--- src/rtl/alu_share_arbiter.sv ---
// Two-requester arbiter for one shared multi-cycle ALU. One operation runs at a time.
// Grants alternate under contention, and the result is held until its owner takes it.
module alu_share_arbiter #(
  parameter int ALU_LATENCY = 1
) (
  input  logic        clock,
  input  logic        resetn,
  input  logic        req0_valid,
  input  logic        req1_valid,
  output logic        req0_ready,
  output logic        req1_ready,
  input  logic [4:0]  req0_opcode,
  input  logic [4:0]  req1_opcode,
  input  logic [31:0] req0_a,
  input  logic [31:0] req0_b,
  input  logic [31:0] req1_a,
  input  logic [31:0] req1_b,
  input  logic [4:0]  req0_shamt,
  input  logic [4:0]  req1_shamt,
  output logic [4:0]  alu_opcode,
  output logic [31:0] alu_a,
  output logic [31:0] alu_b,
  output logic [4:0]  alu_shamt,
  output logic        alu_start,
  input  logic [31:0] alu_result,
  output logic        rsp0_valid,
  output logic        rsp1_valid,
  input  logic        rsp0_ready,
  input  logic        rsp1_ready,
  output logic [31:0] rsp_data,
  output logic        busy
);

  typedef enum logic [1:0] {IDLE, EXEC, RESP} state_t;

  typedef struct packed {
    logic [4:0]  opcode;
    logic [31:0] a;
    logic [31:0] b;
    logic [4:0]  shamt;
  } alu_op_t;

  localparam logic [3:0] LAT = 4'(ALU_LATENCY);

  state_t     state, state_nxt;
  alu_op_t    op_q, op0, op1;
  logic       last_grant, owner;
  logic [3:0] cnt;
  logic       gnt_vld, gnt_id, req_hs, rsp_hs;

  assign op0 = '{opcode: req0_opcode, a: req0_a, b: req0_b, shamt: req0_shamt};
  assign op1 = '{opcode: req1_opcode, a: req1_a, b: req1_b, shamt: req1_shamt};

  // Under contention the requester that did not win last time goes next.
  always_comb begin
    gnt_vld = (state == IDLE) && (req0_valid || req1_valid);
    gnt_id  = (req0_valid && req1_valid) ? ~last_grant : req1_valid;
  end

  // Readies are masked by reset so every output reads 0 while reset is held.
  assign req0_ready = resetn && gnt_vld && !gnt_id;
  assign req1_ready = resetn && gnt_vld &&  gnt_id;
  assign req_hs     = gnt_vld;
  assign rsp_hs     = (state == RESP) && (owner ? rsp1_ready : rsp0_ready);

  always_ff @(posedge clock or negedge resetn) begin
    if (!resetn) state <= IDLE;
    else         state <= state_nxt;
  end

  always_comb begin
    state_nxt = state;
    case (state)
      IDLE:    if (req_hs)         state_nxt = EXEC;
      EXEC:    if (cnt == 4'd1)    state_nxt = RESP;
      RESP:    if (rsp_hs)         state_nxt = IDLE;
      default:                     state_nxt = IDLE;
    endcase
  end

  always_comb begin
    busy       = (state != IDLE);
    alu_start  = (state == EXEC) && (cnt == LAT);
    rsp0_valid = (state == RESP) && !owner;
    rsp1_valid = (state == RESP) &&  owner;
  end

  always_ff @(posedge clock or negedge resetn) begin
    if (!resetn) begin
      op_q       <= '0;
      owner      <= 1'b0;
      last_grant <= 1'b1;
      cnt        <= 4'd0;
      rsp_data   <= 32'd0;
    end else begin
      if (state == IDLE && req_hs) begin
        op_q       <= gnt_id ? op1 : op0;
        owner      <= gnt_id;
        last_grant <= gnt_id;
        cnt        <= LAT;
      end
      if (state == EXEC) begin
        cnt <= cnt - 4'd1;
        if (cnt == 4'd1) rsp_data <= alu_result;
      end
    end
  end

  // The ALU sees the latched operation, which stays put until the next grant.
  assign alu_opcode = op_q.opcode;
  assign alu_a      = op_q.a;
  assign alu_b      = op_q.b;
  assign alu_shamt  = op_q.shamt;

endmodule

--- config.mk ---
export PLATFORM = sky130hd
export DESIGN_NAME = alu_share_arbiter
export DESIGN_NICKNAME = d
export VERILOG_FILES = /design/src/rtl/alu_share_arbiter.sv
export SDC_FILE = /design/constraint.sdc
export NUM_CORES = 1
export LEC_CHECK = 0
export ABC_CLOCK_PERIOD_IN_PS = 3050
export BUFFER_PORTS_ARGS = -buffer_cell sky130_fd_sc_hd__buf_2
export CELL_PAD_IN_SITES_DETAIL_PLACEMENT = 0
export CELL_PAD_IN_SITES_GLOBAL_PLACEMENT = 1
export CORE_MARGIN = 2
export CORE_UTILIZATION = 38
export CTS_BUF_LIST = sky130_fd_sc_hd__clkbuf_4 sky130_fd_sc_hd__clkbuf_8
export CTS_CLUSTER_SIZE = 14
export DETAILED_ROUTE_END_ITERATION = 12
export PLACE_DENSITY = 0.83
export SLEW_MARGIN = 5
export SYNTH_ARGS = -nofsm -noshare
export SYNTH_HDL_FRONTEND = slang
export SYNTH_SLANG_ARGS = --single-unit
--- constraint.sdc ---
create_clock -name clock -period 3.05 [get_ports clock]
set_input_delay 0.1525 -clock clock [delete_from_list [all_inputs] [get_ports clock]]
set_output_delay 0.1525 -clock clock [all_outputs]
set_load 0.05 [all_outputs]
==> results of run 1 <==
==> worst register-to-register path, cell delays in order (launching register included) <==
cell	delay, ns
dfstp_2	0.55
a21bo_4	0.28
buf_4	0.41
mux2_2	0.40
mux2_2	0.26
==> final timing paths <==
check | depth (start not counted) | endpoint | from
worst min-delay path | 3 | last_grant | req1_valid
max in group asynchronous | 3 | alu_a[0] | resetn
worst max register to register | 4 | alu_b[15] | last_grant
min in group asynchronous | 2 | rsp_data[27] | resetn
worst min register to register | 1 | alu_a[28] | alu_a[28]
worst max-delay path | 5 | req0_ready | state[1]
==> sequential cells by signal, indices dropped and copies added, names as in the netlist <==
register / cells
state: 2
alu_b: 32
alu_shamt: 5
rsp_data: 32
last_grant: 1
alu_a: 32
owner: 1
alu_opcode: 5
cnt: 4
==> metal layers <==
metal  part of all wire (%)  global-route usage [%]  wire length (microns)  up-vias
met1                     38                    19.3                   5320     1940
li1                       -                       -                      -     1938
met5                      0                       0                      0        -
met2                     52                    32.5                   7270      186
met4                    2.0                    7.95                    281        0
met3                    8.4                    5.77                   1190       18
==> area by class of cell <==
cell class / instances / area [sq um] / share of cell area [%]
tap: 180 / 225 / 2.87
sequential: 114 / 2850 / 36.4
timing repair buffer: 339 / 1920 / 24.4
clock inverter: 6 / 55.1 / 0.702
clock buffer: 26 / 320 / 4.08
multi-input combinational: 213 / 2450 / 31.3
inverter: 5 / 18.8 / 0.239
==> cell usage after synthesis (all sizes together) <==
library cell	instances
mux2	180
dfrtp	113
buf	21
inv	5
nor2	5
nand2	3
nand2b	3
a21oi	2
ha	2
nor3	2
o21ai	2
o22ai	2
a21bo	1
a31oi	1
and3	1
and3b	1
dfstp	1
nand3b	1
nor2b	1
nor3b	1
o21a	1
o2bb2ai	1
o311ai	1
xnor2	1
xor2	1
==> power groups by stage <==
stage / sequential, mW / combinational, mW / clock, mW
after floorplan: 5.26 / 1.85 / 0
after CTS: 2.73 / 5.71 / 1.37
after global placement: 2.70 / 5.59 / 0
after detailed placement: 2.74 / 5.67 / 0
after global routing: 2.83 / 5.92 / 1.45
final: 2.73 / 5.67 / 1.32
==> cells by family (layout without fill, tap and decap cells) <==
| family | count (synthesis) | count (layout) | share of synthesized area [%] |
|---|---|---|---|
| adders and majority gates | 2 | 2 | 0.458 |
| buffers and inverters | 26 | 376 | 2.98 |
| muxes | 180 | 180 | 40.9 |
| AOI/OAI and AO/OA | 11 | 11 | 1.35 |
| and+or+nand+nor | 18 | 18 | 1.74 |
| xor gates and xnor gates | 2 | 2 | 0.321 |
| DFF | 114 | 114 | 52.3 |
==> repair_timing <==
action | 4_1_cts | 5_1_grt
hold endpoints to repair | 79 | 0
hold buffers | 35 | 0
setup buffers | 0 | 0
setup endpoints to repair | 0 | 0
gates resized for setup | 0 | 0
==> results_tabular.tex, run 1 <==
\begin{tabular}{lr}
\hline
Metric & Value \\
\hline
\multicolumn{2}{l}{\textbf{Route}} \\
\quad Aggregate routed wire length & 14.1 mm \\
\quad Average routed wire per standard cell & 15.9 microns \\
\quad Total iterations of the first detailed-routing run & 3 \\
\quad Number of design-rule violations left by the first detailed-router iteration & 100 \\
\quad DRC violation count after routing & 0 \\
\quad Ratio of routed vias to standard cells & 4.62 \\
\quad Vias post-DR & 4082 \\
\quad Count of nets left with antenna violations after detail routing & 0 \\
\multicolumn{2}{l}{\textbf{GRT}} \\
\quad Tot GR Track Use & 18.1\% \\
\quad Antenna violations before repair & 0 \\
\quad Largest net degree at the start of global routing & 50 \\
\quad Sum of overflow across all layers after global routing & 0 \\
\quad Number of global-route vias before repair & 4272 \\
\quad Global-route wire length before repair & 20.9 mm \\
\multicolumn{2}{l}{\textbf{Critical path}} \\
\quad Number of buffer and inverter instances along the worst setup path & 2 \\
\quad Critical-path maximum fanout & 39 \\
\quad Crit Path Category & reg -> out \\
\quad Cell breakdown of the critical path & nor2\_1 > o21a\_4 > buf\_12 > and3\_1 > buf\_2 \\
\quad Slowest stage delay, CP & 0.43 ns \\
\quad Critical Path Slowest Stage Cell & dfrtp\_1 \\
\quad Crit path launch type & flop \\
\quad Dominant delay contributor by cell family on the critical path & buffers and inverters \\
\quad CP endpoint kind & output port \\
\quad Endpoint required time on the critical path & 2.90 ns \\
\quad Data arrival time at the worst-slack endpoint & 2.06 ns \\
\quad Worst setup slack for register-to-register paths & 1.02 ns \\
\multicolumn{2}{l}{\textbf{Timing}} \\
\quad Clock Skew & 0.00720 ns \\
\quad Slew margin rel. & 57.3\% \\
\quad Number of max-slew violations in the final report & 0 \\
\quad Minimum clock period & 2.21 ns \\
\quad Fmax & 0.453 GHz \\
\quad RSZ-0062 raised after global routing & no \\
\quad Worst Hold Margin & 0.0523 ns \\
\quad Fraction of the cycle the final worst path needs & 72.4\% \\
\quad Setup TNS Final & 0 ns \\
\quad Final worst setup slack & 0.841 ns \\
\quad Final number of setup-violating endpoints & 0 \\
\quad Total count of hold-check failures in the final report & 0 \\
\quad Measured slew at the worst slew-check pin & 0.641 ns \\
\multicolumn{2}{l}{\textbf{Clock tree}} \\
\quad Sinks on Clock Net & 114 \\
\quad Number of buffers added by the clock tree synthesis step & 17 \\
\quad \# H-tree levels & 4 \\
\quad Max Root-Sink Buffers & 2 \\
\quad Clock Tree Root & clkbuf\_8 \\
\quad Reg clk slew, reported paths & 0.06 ns \\
\quad Clock latency reported for the late side of the worst-skew pair & 0.41 ns \\
\quad TritonCTS clock tree & built \\
\multicolumn{2}{l}{\textbf{Pwr}} \\
\quad Switch Pwr & 4.79 mW \\
\quad Worst vdd ir & 736 uV \\
\quad Leakage power total & 3.97 nW \\
\quad Clock power share & 13.6\% \\
\quad Total Power Consumption & 9.72 mW \\
\quad Switching power share of the total & 49.2\% \\
\quad Cell Pwr Density & 1240 mW/mm\^{}2 \\
\quad Part of the total power dissipated in sequential elements & 28.1\% \\
\quad Total internal power & 4.93 mW \\
\quad Combinational Power Share & 58.3\% \\
\multicolumn{2}{l}{\textbf{Placement}} \\
\quad Post-detail-place hpwl & 10.1 mm \\
\quad Placed Cells incl. Taps & 816 \\
\quad Number of buffer cells added on primary ports & 297 \\
\quad Placer's final routability congestion estimate & 0.729 \\
\quad Instance area after placement & 0.00712 sq mm \\
\quad Setup slack at placement & 1.02 ns \\
\multicolumn{2}{l}{\textbf{Yosys}} \\
\quad Share of Yosys cell area claimed by the top area cell type & 51.8\% \\
\quad Register bit total from synthesis & 114 \\
\quad Sequential share of the synthesized area & 52.3\% \\
\quad Synth Warn \# & 0 \\
\quad Syn\_area\_per\_cell & 15.5 sq um \\
\quad Total nets after synthesis & 541 \\
\quad Area of the mapped netlist & 0.00546 sq mm \\
\quad Synth Instances & 353 \\
\quad Main area contributors after synthesis & dfrtp\_1, mux2\_2, mux2\_4 \\
\quad Cell taking the most area after synthesis & dfrtp\_1 \\
\quad Library cells used by synthesis & 28 \\
\multicolumn{2}{l}{\textbf{Cells and area}} \\
\quad Leading cell type in the layout, fill and taps excluded & buf\_2 \\
\quad Layout filler cell count & 1137 \\
\quad Design Area, Final & 0.00785 sq mm \\
\quad Number of antenna diodes & 0 \\
\quad Post-route core utilization & 56.3\% \\
\quad Fraction of final layout cells with drive strength greater than 1 & 73.8\% \\
\quad Area growth from synthesis to final layout & 43.7\% \\
\quad Most frequent cells in the layout & buf\_2, mux2\_2, dfrtp\_1 \\
\quad Non-filler cells in the finished layout & 883 \\
\quad Final \#Nets & 878 \\
\multicolumn{2}{l}{\textbf{Hold path}} \\
\quad Worst hold path type & in -> reg \\
\multicolumn{2}{l}{\textbf{Outcome}} \\
\quad Run status & finished clean \\
\multicolumn{2}{l}{\textbf{Die}} \\
\quad \# IOs & 298 \\
\quad Total number of placement rows & 43 \\
\quad Width of the chip & 124 microns \\
\quad Die ar. & 0.0153 sq mm \\
\quad Floorplan die height & 124 microns \\
\quad Core area & 0.0139 sq mm \\
\quad Initial Utilization & 39.2\% \\
\multicolumn{2}{l}{\textbf{Job}} \\
\quad Max Cap Violations & 0 \\
\hline
\end{tabular}
Note: power is estimated with default switching activity, not from simulation.
==> run 2, diff against run 1 <==
Settings changed: ABC_CLOCK_PERIOD_IN_PS 3050 to 2000, CORE_UTILIZATION 38 to 32, PLACE_DENSITY 0.83 to 0.74.
Clock period 3.05 ns to 2 ns, I/O delays scaled along.
==> results_tabular.tex, run 2 (synthesized netlist as in run 1, its figures left out) <==
\begin{tabular}{lr}
\hline
Metric & Value \\
\hline
\multicolumn{2}{l}{\textbf{Die}} \\
\quad \# IOs & 298 (unchanged) \\
\quad Total number of placement rows & 47 (was 43) \\
\quad Floorplan die height & 135 microns (was 124 microns) \\
\quad Die ar. & 0.0181 sq mm (was 0.0153 sq mm) \\
\quad Core area & 0.0166 sq mm (was 0.0139 sq mm) \\
\quad Initial Utilization & 32.8\% (was 39.2\%) \\
\quad Width of the chip & 135 microns (was 124 microns) \\
\multicolumn{2}{l}{\textbf{Pwr}} \\
\quad Leakage power total & 4.17 nW (was 3.97 nW) \\
\quad Cell Pwr Density & 1830 mW/mm\^{}2 (was 1240 mW/mm\^{}2) \\
\quad Worst vdd ir & 1160 uV (was 736 uV) \\
\quad Switch Pwr & 7.47 mW (was 4.79 mW) \\
\quad Combinational Power Share & 58.3\% (about the same) \\
\quad Switching power share of the total & 48.5\% (was 49.2\%) \\
\quad Clock power share & 14.6\% (was 13.6\%) \\
\quad Total internal power & 7.94 mW (was 4.93 mW) \\
\quad Part of the total power dissipated in sequential elements & 27.1\% (was 28.1\%) \\
\multicolumn{2}{l}{\textbf{Clock tree}} \\
\quad Sinks on Clock Net & 114 (unchanged) \\
\quad Clock latency reported for the late side of the worst-skew pair & 0.43 ns (was 0.41 ns) \\
\quad Number of buffers added by the clock tree synthesis step & 17 (unchanged) \\
\quad Clock Tree Root & clkbuf\_8 (unchanged) \\
\quad TritonCTS clock tree & built (unchanged) \\
\quad \# H-tree levels & 4 (unchanged) \\
\quad Max Root-Sink Buffers & 2 (unchanged) \\
\quad Reg clk slew, reported paths & 0.08 ns (was 0.06 ns) \\
\multicolumn{2}{l}{\textbf{Route}} \\
\quad Ratio of routed vias to standard cells & 4.50 (was 4.62) \\
\quad Count of nets left with antenna violations after detail routing & 0 (unchanged) \\
\quad Aggregate routed wire length & 15.2 mm (was 14.1 mm) \\
\quad Number of design-rule violations left by the first detailed-router iteration & 79 (was 100) \\
\quad Average routed wire per standard cell & 15.7 microns (was 15.9 microns) \\
\quad DRC violation count after routing & 0 (unchanged) \\
\quad Total iterations of the first detailed-routing run & 4 (was 3) \\
\quad Vias post-DR & 4338 (was 4082) \\
\multicolumn{2}{l}{\textbf{Timing}} \\
\quad Fraction of the cycle the final worst path needs & 92.4\% \\
\quad Final number of setup-violating endpoints & 0 (unchanged) \\
\quad Measured slew at the worst slew-check pin & 0.454 ns (was 0.641 ns) \\
\quad Number of max-slew violations in the final report & 0 (unchanged) \\
\quad Fmax & 0.541 GHz \\
\quad Clock Skew & 0.00938 ns (was 0.00720 ns) \\
\quad Setup TNS Final & 0 ns (unchanged) \\
\quad RSZ-0062 raised after global routing & no (unchanged) \\
\quad Minimum clock period & 1.85 ns \\
\quad Worst Hold Margin & 0.0308 ns (was 0.0523 ns) \\
\quad Final worst setup slack & 0.153 ns (was 0.841 ns) \\
\quad Total count of hold-check failures in the final report & 0 (unchanged) \\
\quad Slew margin rel. & 69.7\% (was 57.3\%) \\
\multicolumn{2}{l}{\textbf{Critical path}} \\
\quad Critical Path Slowest Stage Cell & dfrtp\_1 (unchanged) \\
\quad Cell breakdown of the critical path & inv\_2 > ha\_1 > nor3b\_4 > nand2\_2 > buf\_12 > inv\_1 > buf\_6 (was nor2\_1 > o21a\_4 > buf\_12 > and3\_1 > buf\_2) \\
\quad Number of buffer and inverter instances along the worst setup path & 4 (was 2) \\
\quad Data arrival time at the worst-slack endpoint & 1.75 ns (was 2.06 ns) \\
\quad RR Startpoint & last\_grant (unchanged) \\
\quad CP endpoint kind & output port (unchanged) \\
\quad Slowest stage delay, CP & 0.41 ns (was 0.43 ns) \\
\quad Endpoint required time on the critical path & 1.90 ns (was 2.90 ns) \\
\quad Worst reg-to-reg path cell count & 4 (unchanged) \\
\quad R2R Path End & alu\_a[0] (was alu\_b[15]) \\
\quad Dominant delay contributor by cell family on the critical path & buffers and inverters (unchanged) \\
\quad Critical-path maximum fanout & 17 (was 39) \\
\quad Worst setup slack for register-to-register paths & 0.17 ns (was 1.02 ns) \\
\quad Crit path launch type & flop (unchanged) \\
\quad Crit Path Category & reg -> out (unchanged) \\
\multicolumn{2}{l}{\textbf{Placement}} \\
\quad Setup slack at placement & 0.173 ns (was 1.02 ns) \\
\quad Placed Cells incl. Taps & 858 (was 816) \\
\quad Post-detail-place hpwl & 10.5 mm (was 10.1 mm) \\
\quad Placer's final routability congestion estimate & 0.754 (was 0.729) \\
\quad Number of buffer cells added on primary ports & 297 (unchanged) \\
\multicolumn{2}{l}{\textbf{Cells and area}} \\
\quad Leading cell type in the layout, fill and taps excluded & buf\_2 (unchanged) \\
\quad Final \#Nets & 919 (was 878) \\
\quad Non-filler cells in the finished layout & 965 (was 883) \\
\quad Fraction of final layout cells with drive strength greater than 1 & 71.4\% (was 73.8\%) \\
\quad Most frequent cells in the layout & buf\_2, mux2\_2, dfrtp\_1 (unchanged) \\
\quad Area growth from synthesis to final layout & 54.3\% (was 43.7\%) \\
\multicolumn{2}{l}{\textbf{Job}} \\
\quad Max Cap Violations & 0 (unchanged) \\
\multicolumn{2}{l}{\textbf{GRT}} \\
\quad Tot GR Track Use & 16.3\% (was 18.1\%) \\
\quad Antenna violations before repair & 0 (unchanged) \\
\quad Largest net degree at the start of global routing & 87 (was 50) \\
\quad Sum of overflow across all layers after global routing & 0 (unchanged) \\
\quad Number of global-route vias before repair & 4573 (was 4272) \\
\quad Global-route wire length before repair & 22.9 mm (was 20.9 mm) \\
\multicolumn{2}{l}{\textbf{Outcome}} \\
\quad Run status & finished clean (unchanged) \\
\multicolumn{2}{l}{\textbf{Hold path}} \\
\quad Hold wc startpoint & req1\_a[31] (was req1\_valid) \\
\quad Endpoint, Worst Hold & alu\_a[31] (was last\_grant) \\
\quad Cell count of the worst hold path & 3 (unchanged) \\
\quad Worst hold path type & in -> reg (unchanged) \\
\hline
\end{tabular}
## run 2: cell type report
class	instances	area (sq um)
diodes	1	2.50
clock buffers	22	278
clock inverters	10	135
fillers	1459	8220
inverters	5	18.8
multi-input cells	213	2470
flip-flops and latches	114	2850
well taps	220	275
repair buffers	380	2380
## run 2: how the worst max path moves through the flow
stage                    start  slack (ns)          to  cells past startpoint
floorplan             state[1]        0.21  req0_ready                      6
global placement    last_grant        0.22   alu_b[16]                      4
detailed placement  last_grant        0.17    alu_a[0]                      4
CTS                     cnt[0]       0.001   alu_start                      6
global route            cnt[1]       0.004   alu_start                      7
finish                  cnt[1]        0.15   alu_start                      7
## run 2: worst reg2reg max path: stages, from the launching register on
cell and delay [ns]:
dfstp_2 0.56, a21bo_4 0.23, buf_12 0.28, mux2_2 0.40, mux2_2 0.26
## run 2: per-layer routing
metal / part of all wire (%) / vias up / track usage [%]
met5: 0 / - / 0
met4: 1.5 / 0 / 5.38
met3: 7.6 / 18 / 6.04
met2: 52 / 196 / 29.0
met1: 39 / 2106 / 17.9
li1: - / 2018 / -
## run 2: power by group through the flow
| stage | registers, mW | clock network, mW | logic [mW] |
|---|---|---|---|
| finish | 4.18 | 2.25 | 8.98 |
| global route | 4.32 | 2.45 | 9.41 |
| CTS | 4.17 | 2.33 | 8.85 |
| detailed placement | 4.18 | 0 | 8.72 |
| global placement | 4.11 | 0 | 8.64 |
| floorplan | 8.02 | 0 | 2.82 |
## run 2: through the flow
| step | utilization [%] | total power, mW | cell area [sq um] |
|---|---|---|---|
| finish | 50.6 | 15.4 | 8420 |
| global route | 50.6 | 16.2 | 8420 |
| CTS | 49.2 | 15.3 | 8190 |
| detailed placement | 43.4 | 12.9 | 7230 |
| global placement | 43.4 | 12.8 | 7230 |
| floorplan | - | 10.8 | 5460 |
## run 2: repair_timing
item / CTS / global route
gates resized for setup: 3 / 8
gates cloned: 0 / 1
buffers inserted: 0 / 5
setup endpoints to repair: 1 / 3
hold endpoints to repair: 160 / 12
hold buffers: 54 / 14
==> run 3, diff against run 2 <==
Settings changed: RECOVER_POWER from default to 50.
==> results_tabular.tex, run 3 (synthesized netlist as in run 1, its figures left out) <==
\begin{tabular}{lr}
\hline
Metric & Value \\
\hline
\multicolumn{2}{l}{\textbf{Die}} \\
\quad Core area & 0.0166 sq mm (unchanged) \\
\quad Floorplan die height & 135 microns (unchanged) \\
\quad Die ar. & 0.0181 sq mm (unchanged) \\
\quad Width of the chip & 135 microns (unchanged) \\
\quad Total number of placement rows & 47 (unchanged) \\
\quad \# IOs & 298 (unchanged) \\
\quad Initial Utilization & 32.8\% (unchanged) \\
\multicolumn{2}{l}{\textbf{GRT}} \\
\quad Tot GR Track Use & 16.3\% (unchanged) \\
\quad Largest net degree at the start of global routing & 87 (unchanged) \\
\quad Antenna violations before repair & 0 (unchanged) \\
\quad Sum of overflow across all layers after global routing & 0 (unchanged) \\
\quad Global-route wire length before repair & 22.9 mm (unchanged) \\
\quad Number of global-route vias before repair & 4573 (unchanged) \\
\multicolumn{2}{l}{\textbf{Placement}} \\
\quad Placer's final routability congestion estimate & 0.754 (unchanged) \\
\quad Instance area after placement & 0.00723 sq mm (unchanged) \\
\quad Post-detail-place hpwl & 10.5 mm (unchanged) \\
\quad Number of buffer cells added on primary ports & 297 (unchanged) \\
\multicolumn{2}{l}{\textbf{Critical path}} \\
\quad Crit Path Category & reg -> out (unchanged) \\
\quad CP endpoint kind & output port (unchanged) \\
\quad Critical Path Slowest Stage Cell & dfrtp\_1 (unchanged) \\
\quad Critical-path maximum fanout & 17 (unchanged) \\
\quad Crit path launch type & flop (unchanged) \\
\quad Cell breakdown of the critical path & inv\_2 > ha\_1 > nor3b\_4 > nand2\_2 > buf\_12 > inv\_1 > buf\_6 (unchanged) \\
\quad Data arrival time at the worst-slack endpoint & 1.75 ns (about the same) \\
\quad Endpoint required time on the critical path & 1.90 ns (about the same) \\
\quad Slowest stage delay, CP & 0.41 ns (about the same) \\
\multicolumn{2}{l}{\textbf{Clock tree}} \\
\quad Clock latency reported for the late side of the worst-skew pair & 0.43 ns (about the same) \\
\quad \# H-tree levels & 4 (unchanged) \\
\quad Number of buffers added by the clock tree synthesis step & 17 (unchanged) \\
\quad Reg clk slew, reported paths & 0.08 ns (about the same) \\
\quad TritonCTS clock tree & built (unchanged) \\
\quad Sinks on Clock Net & 114 (unchanged) \\
\quad Clock Tree Root & clkbuf\_8 (unchanged) \\
\quad Max Root-Sink Buffers & 2 (unchanged) \\
\multicolumn{2}{l}{\textbf{Route}} \\
\quad Number of design-rule violations left by the first detailed-router iteration & 108 (was 79) \\
\quad Count of nets left with antenna violations after detail routing & 0 (unchanged) \\
\quad Total iterations of the first detailed-routing run & 4 (unchanged) \\
\quad Met3 wire length & 1.19 mm (was 1.16 mm) \\
\quad Aggregate routed wire length & 15.2 mm (about the same) \\
\quad Average routed wire per standard cell & 15.8 microns (was 15.7 microns) \\
\quad Total routed wire length on the met1 layer & 5.94 mm (was 5.98 mm) \\
\quad Amount of wire on met2 after detailed routing & 7.90 mm (was 7.83 mm) \\
\quad Ratio of routed vias to standard cells & 4.48 (was 4.50) \\
\quad DRC violation count after routing & 0 (unchanged) \\
\quad Top layer used by detailed routing & met4 (unchanged) \\
\quad Vias post-DR & 4328 (was 4338) \\
\multicolumn{2}{l}{\textbf{Pwr}} \\
\quad Total Power Consumption & 15.3 mW (was 15.4 mW) \\
\quad Leakage power total & 4.01 nW (was 4.17 nW) \\
\quad Cell Pwr Density & 1830 mW/mm\^{}2 (about the same) \\
\quad Worst vdd ir & 1150 uV (was 1160 uV) \\
\multicolumn{2}{l}{\textbf{Timing}} \\
\quad Number of max-slew violations in the final report & 0 (unchanged) \\
\quad Fmax & 0.542 GHz (was 0.541 GHz) \\
\quad RSZ-0062 raised after global routing & no (unchanged) \\
\quad Slew margin rel. & 22.5\% (was 69.7\%) \\
\quad Measured slew at the worst slew-check pin & 1.16 ns (was 0.454 ns) \\
\quad Final number of setup-violating endpoints & 0 (unchanged) \\
\quad Worst Hold Margin & 0.0313 ns (was 0.0308 ns) \\
\quad Setup TNS Final & 0 ns (unchanged) \\
\quad Minimum clock period & 1.85 ns (about the same) \\
\quad Total count of hold-check failures in the final report & 0 (unchanged) \\
\quad Clock Skew & 0.00931 ns (was 0.00938 ns) \\
\quad Fraction of the cycle the final worst path needs & 92.3\% (was 92.4\%) \\
\multicolumn{2}{l}{\textbf{Hold path}} \\
\quad Worst hold path type & in -> reg (unchanged) \\
\multicolumn{2}{l}{\textbf{Cells and area}} \\
\quad Layout filler cell count & 1494 (was 1459) \\
\quad Final \#Nets & 919 (unchanged) \\
\quad Area growth from synthesis to final layout & 52.8\% (was 54.3\%) \\
\quad Design Area, Final & 0.00834 sq mm (was 0.00842 sq mm) \\
\quad Fraction of final layout cells with drive strength greater than 1 & 63.8\% (was 71.4\%) \\
\quad Most frequent cells in the layout & buf\_2, mux2\_2, dfrtp\_1 (unchanged) \\
\quad Leading cell type in the layout, fill and taps excluded & buf\_2 (unchanged) \\
\quad Post-route core utilization & 50.1\% (was 50.6\%) \\
\multicolumn{2}{l}{\textbf{Job}} \\
\quad Max Cap Violations & 0 (unchanged) \\
\multicolumn{2}{l}{\textbf{Outcome}} \\
\quad Run status & finished clean (unchanged) \\
\hline
\end{tabular}
[run 3: cell types whose count changed in the layout (fill, tap and decap cells not counted)]
cell | previous run | this run
buf_12 | 6 | 5
buf_2 | 294 | 238
clkbuf_1 | 0 | 56
clkbuf_4 | 5 | 6
[run 3: repair_timing]
action / in CTS / in global routing
pin swaps: 0 / 0
hold endpoints to repair: 160 / 12
gates cloned: 0 / 1
setup buffers: 0 / 5
hold buffers: 54 / 14
setup endpoints to repair: 1 / 3
resized for setup: 3 / 8
[run 3: final timing paths]
kind / startpoint / endpoint / slack (ns) / cells after the start
min in group asynchronous: resetn / rsp_data[14] / 0.26 / 3
setup / recovery: cnt[1] / alu_start / 0.15 / 7
hold reg to reg: rsp_data[4] / rsp_data[4] / 0.50 / 1
max in group asynchronous: resetn / alu_a[1] / 0.65 / 3
setup reg to reg: last_grant / alu_a[0] / 0.16 / 4
hold / removal: req1_a[31] / alu_a[31] / 0.03 / 3
[run 3: cell type report]
type,instances,area (sq um),share of cell area (%)
Sequential cell,114,2850,34.2
Multi-Input combinational cell,213,2470,29.7
Timing Repair Buffer,380,2300,27.6
Clock buffer,22,278,3.33
Tap cell,220,275,3.30
Clock inverter,10,135,1.62
Inverter,5,18.8,0.225
Antenna cell,1,2.50,0.0300
[run 3: metrics by stage]
| stage | worst slack [ns] | cells |
|---|---|---|
| after detailed placement | 0.173 | 858 |
| after global routing | 0.00442 | 964 |
| final | 0.154 | 965 |
| after CTS | 0.00102 | 944 |
| after global placement | 0.220 | 858 |
| after floorplan | 0.210 | 353 |
[run 3: layer usage]
| metal | global-route usage [%] | up-vias |
|---|---|---|
| met5 | 0 | - |
| met4 | 5.38 | 0 |
| met3 | 6.04 | 15 |
| met2 | 29.0 | 196 |
| met1 | 17.9 | 2101 |
| li1 | - | 2016 |
[run 3: critical path, delay by kind of cell, from the launching register on]
kind          cells  cell delay, ns
buf+inv           4            0.46
simple gates      2            0.32
flops             1            0.41
fa+ha+maj         1            0.14
[run 3: report_power, final]
group / switching [mW] / internal (mW) / total, mW
logic: 5.87 / 2.94 / 8.81
registers: 0.682 / 3.51 / 4.20
clock network: 0.933 / 1.31 / 2.25
total: 7.49 / 7.76 / 15.3
